File: config.mk
export PLATFORM = sky130hd
export DESIGN_NAME = phase_controller
export DESIGN_NICKNAME = d
export VERILOG_FILES = /design/src/rtl/phase_controller.sv
export SDC_FILE = /design/constraint.sdc
export NUM_CORES = 1
export LEC_CHECK = 0
export ABC_AREA = 1
export CAP_MARGIN = 20
export CELL_PAD_IN_SITES_DETAIL_PLACEMENT = 1
export CELL_PAD_IN_SITES_GLOBAL_PLACEMENT = 2
export CORE_MARGIN = 1.5
export CORE_UTILIZATION = 19
export CTS_BUF_LIST = sky130_fd_sc_hd__clkbuf_4
export DETAILED_ROUTE_END_ITERATION = 12
export PLACE_DENSITY = 0.78
export SKIP_LAST_GASP = 1
export SLEW_MARGIN = 25
export SYNTH_ARGS = -nofsm -noshare
export SYNTH_HDL_FRONTEND = slang
export SYNTH_SLANG_ARGS = --single-unit
File: constraint.sdc
create_clock -name clk -period 1.55 [get_ports clk]
set_clock_uncertainty 0.2 [all_clocks]
set_input_delay 0.31 -clock clk [delete_from_list [all_inputs] [get_ports clk]]
set_output_delay 0.31 -clock clk [all_outputs]
set_load 0.01 [all_outputs]
File: src/rtl/phase_controller.sv
// rtl/phase_controller.sv - eight-phase instruction sequencer with control decode; CTRL_INSTR_COUNT_EN adds a retired-instruction counter
package opcodes;
   typedef enum logic [2:0] {
      HLT = 3'd0,
      SKZ = 3'd1,
      ADD = 3'd2,
      AND = 3'd3,
      XOR = 3'd4,
      LDA = 3'd5,
      STO = 3'd6,
      JMP = 3'd7
   } opcode_t;
endpackage

module phase_controller
   import opcodes::*;
#(
   parameter int COUNT_W = 16
) (
   input  logic             clk,
   input  logic             rst,
   input  logic             run,
   input  opcode_t          opcode,
   input  logic             zero,
   output logic             sel,
   output logic             rd,
   output logic             ld_ir,
   output logic             inc_pc,
   output logic             halt,
   output logic             ld_pc,
   output logic             data_e,
   output logic             ld_ac,
   output logic             wr,
   output logic [2:0]       phase
`ifdef CTRL_INSTR_COUNT_EN
   ,
   output logic [COUNT_W-1:0] instr_count
`endif
);

   typedef enum logic [2:0] {
      PH_INST_ADDR  = 3'd0,
      PH_INST_FETCH = 3'd1,
      PH_INST_LOAD  = 3'd2,
      PH_IDLE       = 3'd3,
      PH_OP_ADDR    = 3'd4,
      PH_OP_FETCH   = 3'd5,
      PH_ALU_OP     = 3'd6,
      PH_STORE      = 3'd7
   } phase_t;

   if (COUNT_W < 1) begin : g_count_w_check
      $error("COUNT_W must be at least 1");
   end

   phase_t phase_q, phase_d;
   logic   halted_q, halted_d;
   logic   hlt_decode;
   logic   aluop;
   logic   step_en;

   assign hlt_decode = (phase_q == PH_OP_ADDR) && (opcode == HLT);
   assign aluop      = (opcode == ADD) || (opcode == AND) ||
                       (opcode == XOR) || (opcode == LDA);
   // A step is any edge that may change state; a HLT step latches halt instead of advancing.
   assign step_en    = run && !halted_q;

   // Next phase and halted flag: HLT in OP_ADDR freezes the sequencer at phase 4.
   always_comb begin
      phase_d  = phase_q;
      halted_d = halted_q;
      if (step_en) begin
         if (hlt_decode) begin
            halted_d = 1'b1;
         end else begin
            phase_d = phase_t'(3'(phase_q + 3'd1));
         end
      end
   end

   // Phase and halted state registers.
   always_ff @(posedge clk or posedge rst) begin
      if (rst) begin
         phase_q  <= PH_INST_ADDR;
         halted_q <= 1'b0;
      end else begin
         phase_q  <= phase_d;
         halted_q <= halted_d;
      end
   end

   // Control decode: purely combinational from phase, opcode and zero; halted masks side effects.
   always_comb begin
      sel    = 1'b0;
      rd     = 1'b0;
      ld_ir  = 1'b0;
      inc_pc = 1'b0;
      ld_pc  = 1'b0;
      data_e = 1'b0;
      ld_ac  = 1'b0;
      wr     = 1'b0;
      halt   = halted_q || hlt_decode;
      case (phase_q)
         PH_INST_ADDR: begin
            sel = 1'b1;
         end
         PH_INST_FETCH: begin
            sel = 1'b1;
            rd  = 1'b1;
         end
         PH_INST_LOAD, PH_IDLE: begin
            sel   = 1'b1;
            rd    = 1'b1;
            ld_ir = 1'b1;
         end
         PH_OP_ADDR: begin
            inc_pc = 1'b1;
         end
         PH_OP_FETCH: begin
            rd = aluop;
         end
         PH_ALU_OP: begin
            rd     = aluop;
            inc_pc = (opcode == SKZ) && zero;
            ld_pc  = (opcode == JMP);
            data_e = (opcode == STO);
         end
         PH_STORE: begin
            rd     = aluop;
            ld_pc  = (opcode == JMP);
            data_e = (opcode == STO);
            ld_ac  = aluop;
            wr     = (opcode == STO);
         end
         default: begin
            sel = 1'b0;
         end
      endcase
      if (halted_q) begin
         rd     = 1'b0;
         ld_ir  = 1'b0;
         inc_pc = 1'b0;
         ld_pc  = 1'b0;
         data_e = 1'b0;
         ld_ac  = 1'b0;
         wr     = 1'b0;
      end
   end

   assign phase = phase_q;

`ifdef CTRL_INSTR_COUNT_EN
   logic [COUNT_W-1:0] count_q, count_d;

   // An instruction retires on the edge that wraps STORE back to INST_ADDR.
   always_comb begin
      count_d = count_q;
      if (step_en && (phase_q == PH_STORE)) begin
         count_d = count_q + 1'b1;
      end
   end

   // Retired-instruction counter register; wraps naturally at all-ones.
   always_ff @(posedge clk or posedge rst) begin
      if (rst) begin
         count_q <= '0;
      end else begin
         count_q <= count_d;
      end
   end

   assign instr_count = count_q;
`endif

endmodule

# After elaboration in Yosys (flattened, before gate mapping)

Cells that the tools add are included.

Add/subtract/negate cells: 1
Equality and inequality tests: 14
Muxes and demuxes: 15
Bitwise logic cells: 1
Reduce and logical (&&, ||, !) cells: 17

Operators with widths:

| cell                                           | number |
|---|---|
| == test 3 bit (second input constant)          | 8 |
| two-way mux 1 bit                              | 13 |
| == test 3 x 2 -> 1 bit (second input constant) | 4 |
| == test 3 x 1 -> 1 bit (second input constant) | 2 |
| zero test 3 bit                                | 2 |
| OR reduction 3 bit                             | 2 |
| logical OR 1 bit                               | 4 |
| case mux 1 bit (2 select lines)                | 2 |
| AND reduction 2 bit                            | 2 |
| OR reduction 2 bit                             | 2 |
| OR reduction 4 bit                             | 1 |
| adder 3 x 1 -> 3 bit (second input constant)   | 1 |
| logical AND 1 bit                              | 3 |
| zero test 1 bit                                | 1 |
| inverter 1 bit                                 | 1 |

Flip-flop bits (word level): 4
Input port bits: 7
Output and inout port bits: 12

# Depth between registers and ports, before layout

Gate-level depths: netlist of run 1.

Word-level depth: 6
Mapped depth: 8

# Worst setup path after synthesis of run 1

Ideal clock, no wire load.

Path type: reg2out
Start point: register phase_q[0] (netlist: phase[0])
End point: output port ld_ac
Arrival time: 1,267 ps
Required time: 1,040 ps
Slack: -227 ps
Cell stages (with the launch flop): 5
Path through: dfrtp_1 > ha_1 > ha_1 > inv_1 > nor4_1

Cells in the longest elaborated chain, start to end: 3

Ends and longest elaborated chain:

| element                  | line | source |
|---|---|---|
| start: declaration       | 56   | `phase_t phase_q, phase_d;` |
| start signal: assignment | 87   | `phase_q <= phase_d;` |
| == test 3 bit            | 103  | `case (phase_q)` |
| two-way mux 1 bit        | 103  |  |
| two-way mux 1 bit        | 139  | `if (halted_q) begin` |
| end: declaration         | 32   | `output logic ld_ac,` |

No other way between the ends.

# Worst setup path after layout of run 1

Start point: register phase_q[0] (netlist: phase[0])
End point: output port rd

Cells in the longest elaborated chain, start to end: 4

Ends and longest elaborated chain:

| element                               | line | source |
|---|---|---|
| == test 3 bit (tied with other cells) | 103  |  |
| OR reduction 3 bit (no source line)   | -    |  |
| case mux 1 bit (2 select lines) *     | 103  |  |
| two-way mux 1 bit *                   | 139  |  |
| end: declaration                      | 26   | `output logic rd,` |

Every way passes the cells marked *; elsewhere a longest branch is shown, timed or not.

==> flow_summary_export.csv, run 1 <==
group,metric,value,unit
critical_path,critical_path.endpoint_type,"output port",
global_routing,grt-ovfl-total,0,
drt,dr.pass1.iters,4,
finish,most_common_cell_after_layout_fill_and_taps_aside,"sky130_fd_sc_hd__buf_4",
global_routing,grt_start_max_net_pins,8,
drt,vias,575,
finish,fin_area,0.00100,mm2
sta,worst_slack,-0.491,ns
cts,cts-root-to-sink-buffers,2,
place,pre_cts_slack,-0.805,ns
job,max_cap_violations,0,
floorplanning,fp.dieArea,0.00262,mm2
sta,rsz0062_at_grt,"true",
floorplanning,io_pins,19,
global_routing,wire_length_of_the_first_global_routing_pass,2790,um
drt,detail_route.wirelength,1850,um
cts,clk_latency,0.25,ns
sta,timing_worst_slew_pin_value,0.303,ns
critical_path,timing.critical_path.from_type,"register",
pwr,power-per-cell-area,365,mW/mm2
finish,post_route_utilization,45.4,%
cts,num_cts_buffers,3,
drt,detail_route.drc_violations,0,
hold_path,min-delay-path-class,"in2async",
drt,drt_first_iter_violations,3,
finish,multiInputGateArea,454,um2
sta,slew_violations,0,
global_routing,grt_pass1_vias,647,
sta,setup_total_negative_slack,-3.86,ns
outcome,failed_checks,"setup timing",
synth,synth_fp_nets,77,
cts,tritoncts_clock_tree,"done",
pwr,p_leak,0.473,nW
pwr,peakVddDrop,0.292,mV
critical_path,arrival,1.53,ns
sta,max_clock_freq,490,MHz
synth,synth_cell_types,17,
sta,final.period_utilization,132,%
drt,detail-route-antenna-nets,0,
sta,hold_viol_final,0,
floorplanning,die-height,51.2,um
place,gp_routability_congestion,0.657,
global_routing,antenna_found_initial,0,
finish,mostFrequentLayoutCells,"16 x sky130_fd_sc_hd__buf_4, 13 x sky130_fd_sc_hd__nand2_1, 10 x sky130_fd_sc_hd__buf_6",
place,buffer_ports.inserted,18,
finish,finish.net_count,122,
critical_path,critPathKind,"reg2out",
finish,register_area,104,um2
synth,synthCells,64,
critical_path,timing.critical_path.required,1.04,ns
floorplanning,floorplan.initialDensity,20.0,%
synth,syn-cell-area,442,um2
cts,htreeDepth,1,
finish,final_layout_size_suffix_gt1_share,67.6,%
cts,clock_sinks,4,
critical_path,critPathMaxFanout,4,
cts,clk_root_buffer_cell,"sky130_fd_sc_hd__clkbuf_4",
sta,timing.slew.headroom,79.8,%
finish,filler_cell_count,277,
drt,routed_via_density,4.23,
floorplanning,row_count,17,
synth,ys_ff_latch,4,
drt,route.detailed.wl_per_inst,13.6,um
outcome,status,"finished with violations",
synth,ys_warn_count,0,
floorplanning,core,0.00221,mm2
global_routing,groute.usage.overall,13.9,%
synth,syn-mean-instance-area,6.90,um2
cts,cts.clk_slew.worst_paths,0.05,ns
finish,num_antenna_cells,0,
sta,final-setup-viol-count,12,
sta,finalWorstPathRequiredPeriod,2.04,ns
place,dpl-instance-area,815,um2
finish,layout-area-overhead-vs-synth,127,%
place,detailed_place_hpwl,1160,um
synth,seq_area_frac_synth,22.7,%
floorplanning,die-width,51.2,um
-- cell usage after synthesis --
cell,n,area [um2]
sky130_fd_sc_hd__inv_1,9,33.8
sky130_fd_sc_hd__dfrtp_1,4,100
sky130_fd_sc_hd__buf_6,1,11.3
sky130_fd_sc_hd__o21ai_1,1,5.00
sky130_fd_sc_hd__nor2_4,2,22.5
sky130_fd_sc_hd__nor3_1,2,10.0
sky130_fd_sc_hd__inv_2,1,3.75
sky130_fd_sc_hd__nand2_4,2,22.5
sky130_fd_sc_hd__nand3_1,5,25.0
sky130_fd_sc_hd__nand2_1,17,63.8
sky130_fd_sc_hd__nor2_1,6,22.5
sky130_fd_sc_hd__ha_1,6,75.1
sky130_fd_sc_hd__a21oi_1,4,20.0
sky130_fd_sc_hd__nand2_2,1,6.26
sky130_fd_sc_hd__nor4_1,1,6.26
sky130_fd_sc_hd__or2_1,1,6.26
sky130_fd_sc_hd__nand3b_1,1,7.51
-- area by class of cell --
type                            instances  area share (%)
Tap cell                               28            3.49
Timing Repair Buffer                   41            33.7
Clock buffer                            4            2.99
Inverter                               10            4.23
Sequential cell                         4            10.3
Multi-Input combinational cell         49            45.2
-- per-stage QoR --
step           power [mW]  instances  hold WS [ns]
2_1_floorplan       0.144         64        -0.124
3_3_place_gp        0.178        120         0.308
3_5_place_dp        0.180        120         0.315
4_1_cts             0.357        132        0.0574
5_1_grt             0.386        136        0.0696
6_report            0.367        136        0.0521
-- kinds of logic (layout without fill, tap and decap cells) --
family,Yosys count,in the layout,share of synthesized area [%]
AO/OA/AOI/OAI,5,5,5.66
buffers and inverters,11,55,11.0
adder cells (fa/ha/maj),6,6,17.0
AND/OR/NAND/NOR,38,38,43.6
flip-flops,4,4,22.7
-- worst max-delay path, stage by stage (launching register included) --
cell                      delay (ns)
sky130_fd_sc_hd__dfrtp_2        0.45
sky130_fd_sc_hd__ha_4           0.19
sky130_fd_sc_hd__ha_4           0.15
sky130_fd_sc_hd__inv_2          0.05
sky130_fd_sc_hd__nand2_2        0.06
sky130_fd_sc_hd__nor2_4         0.10
sky130_fd_sc_hd__buf_6          0.10
sky130_fd_sc_hd__a21oi_2        0.04
sky130_fd_sc_hd__buf_2          0.13
-- power by group --
part,internal (mW),leakage (nW),switching [mW]
registers,0.107,0.0442,0.00506
clock network,0.115,0.0184,0.0532
logic,0.0472,0.410,0.0399
total,0.269,0.473,0.0981
-- final timing paths --
path,slack [ns],startpoint,to,cells past startpoint
max,-0.49,phase[0],rd,8
min,0.05,rst,phase[2],2
max reg2reg,-0.02,phase[1],phase[1],8
min reg2reg,0.52,phase[1],phase[1],3
max in group asynchronous,0.91,rst,phase[1],2
min in group clk,0.47,run,halted_q,3
-- repair_timing --
action                                  in CTS  in global routing
endpoints found under the setup margin      15                 15
hold buffers                                 0                  0
buffers inserted                             8                  4
resized for setup                           66                 11
pin swaps                                    6                  5
-- layer usage --
| layer | vias to the layer above | part of all wire (%) | track usage (%) |
|---|---|---|---|
| met4 | 0 | 0.22 | 1.32 |
| met1 | 273 | 37 | 14.4 |
| met3 | 2 | 2.8 | 1.75 |
| met2 | 12 | 60 | 29.9 |
| li1 | 288 | - | - |
| met5 | - | 0 | 0 |
-- state kept, by name (all words and copies together) (netlist names) --
name      count
halted_q      1
phase         3
Note: power is estimated with default switching activity, not from simulation.
==> run 2: changes to the inputs <==
--- a/config.mk
+++ b/config.mk
@@ -14,6 +14,7 @@
 export CTS_BUF_LIST = sky130_fd_sc_hd__clkbuf_4
 export DETAILED_ROUTE_END_ITERATION = 12
 export PLACE_DENSITY = 0.78
+export RECOVER_POWER = 50
 export SKIP_LAST_GASP = 1
 export SLEW_MARGIN = 25
 export SYNTH_ARGS = -nofsm -noshare
==> run 2 against run 1 <==
  * Wire length did not move
  * Clock power barely moved
  * Power fell by 0.14%
  * The flow still finishes with violations (setup timing)
  * Core utilization did not move
  * Via count did not move
  * Sequential cell count did not move
  * Register-to-register slack barely moved
  * Clock-buffer cell count did not move
  * Cell area did not move
  * Global-route usage did not move
  * Final cell count did not move
==> flow_summary_export.csv, run 2 (same netlist as run 1, synthesis figures left out) <==
group,metric,value,unit
job,max_cap_violations,0,
outcome,failed_checks,"setup timing",
drt,vias,575,
global_routing,wire_length_of_the_first_global_routing_pass,2790,um
finish,finish.net_count,122,
place,placedCellCount,120,
critical_path,critPathKind,"reg2out",
drt,wirelength_met1,686,um
drt,highest-signal-layer,"met4",
drt,routed-wl-met3,51,um
finish,mostFrequentLayoutCells,"16 x sky130_fd_sc_hd__buf_4, 13 x sky130_fd_sc_hd__nand2_1, 10 x sky130_fd_sc_hd__buf_6",
drt,met2RoutedLength,1110,um
finish,finished_layout_cells,136,
critical_path,timing.critical_path.from_type,"register",
sta,rsz0062_at_grt,"true",
sta,slew_violations,0,
drt,detail_route.drc_violations,0,
drt,drt_first_iter_violations,3,
global_routing,antenna_found_initial,0,
drt,detail_route.wirelength,1850,um
sta,timing.slew.headroom,79.8,%
finish,most_common_cell_after_layout_fill_and_taps_aside,"sky130_fd_sc_hd__buf_4",
floorplanning,core,0.00221,mm2
pwr,finalPower,366,uW
sta,max_clock_freq,490,MHz
critical_path,critical_path.endpoint_type,"output port",
finish,layout-area-overhead-vs-synth,127,%
floorplanning,fp.dieArea,0.00262,mm2
critical_path,arrival,1.53,ns
drt,dr.pass1.iters,4,
pwr,p_leak,0.473,nW
pwr,power-per-cell-area,365,mW/mm2
floorplanning,die-width,51.2,um
place,detailed_place_hpwl,1160,um
drt,detail-route-antenna-nets,0,
floorplanning,row_count,17,
hold_path,min-delay-path-class,"in2async",
global_routing,grt_pass1_vias,647,
cts,cts.clk_slew.worst_paths,0.05,ns
global_routing,groute.usage.overall,13.9,%
sta,hold_viol_final,0,
sta,finalWorstPathRequiredPeriod,2.04,ns
global_routing,grt-ovfl-total,0,
finish,final_layout_size_suffix_gt1_share,67.6,%
outcome,status,"finished with violations",
floorplanning,io_pins,19,
cts,num_cts_buffers,3,
place,buffer_ports.inserted,18,
cts,cts_hold_buffers,0,
critical_path,critPathMaxFanout,4,
global_routing,grt_start_max_net_pins,8,
drt,routed_via_density,4.23,
place,pre_cts_slack,-0.805,ns
sta,timing_worst_slew_pin_value,0.303,ns
pwr,peakVddDrop,0.292,mV
cts,clk_latency,0.25,ns
cts,clk_root_buffer_cell,"sky130_fd_sc_hd__clkbuf_4",
sta,setup_total_negative_slack,-3.86,ns
drt,route.detailed.wl_per_inst,13.6,um
cts,htreeDepth,1,
sta,worst_slack,-0.491,ns
cts,tritoncts_clock_tree,"done",
finish,num_antenna_cells,0,
place,gp_routability_congestion,0.657,
floorplanning,die-height,51.2,um
floorplanning,floorplan.initialDensity,20.0,%
cts,cts-root-to-sink-buffers,2,
cts,clock_sinks,4,
critical_path,timing.critical_path.required,1.04,ns
sta,final.period_utilization,132,%
sta,final-setup-viol-count,12,
finish,largest_reg_flops,3,
-- run 2: cell types whose count changed in the layout (fill, tap and decap cells not counted), sizes merged --
cell,delta
clkdlybuf4s50,-1
dlygate4sd3,+1
-- run 2: layout make-up --
cell class              instances  area [um2]
well taps                      28        35.0
inverters                      10        42.5
flip-flops and latches          4         104
repair buffers                 41         339
fillers                       277        1210
clock buffers                   4        30.0
multi-input cells              49         454
-- run 2: critical path, cell delays in order, from the launching register on --
cell and delay, ns:
sky130_fd_sc_hd__dfrtp_2 0.45, sky130_fd_sc_hd__ha_4 0.19, sky130_fd_sc_hd__ha_4 0.15, sky130_fd_sc_hd__inv_2 0.05
sky130_fd_sc_hd__nand2_2 0.06, sky130_fd_sc_hd__nor2_4 0.10, sky130_fd_sc_hd__buf_6 0.10, sky130_fd_sc_hd__a21oi_2 0.04
sky130_fd_sc_hd__buf_2 0.13
-- run 2: repair_timing --
item | 4_1_cts | 5_1_grt
setup buffers | 8 | 4
pin swaps | 6 | 5
endpoints found under the setup margin | 15 | 15
gates resized for setup | 66 | 11
-- run 2: worst paths after layout --
path                          start        to  slack, ns  depth (start not counted)
setup / recovery           phase[0]        rd      -0.49                          8
hold / removal                  rst  phase[2]       0.19                          2
setup reg to reg           phase[1]  phase[1]      -0.02                          8
hold reg to reg            phase[1]  phase[1]       0.52                          3
max in group asynchronous       rst  phase[1]       0.77                          2
min in group clk                run  halted_q       0.47                          3
-- run 2: power breakdown --
| part | switching, mW | total, mW | internal [mW] |
|---|---|---|---|
| registers | 0.00506 | 0.112 | 0.107 |
| clock network | 0.0532 | 0.168 | 0.115 |
| logic | 0.0399 | 0.0865 | 0.0467 |
-- run 2: stage by stage --
step	area [um2]	utilization, %	hold slack (ns)
6_report	1000	45.4	0.190
5_1_grt	1000	45.4	0.207
4_1_cts	925	41.8	0.0574
3_5_place_dp	815	36.8	0.315
3_3_place_gp	815	36.8	0.308
2_1_floorplan	528	-	-0.124
-- run 2: layer usage --
metal	vias to the layer above	GRT usage [%]
met5	-	0
met2	12	29.9
met3	2	1.75
met1	273	14.4
met4	0	1.32
li1	288	-
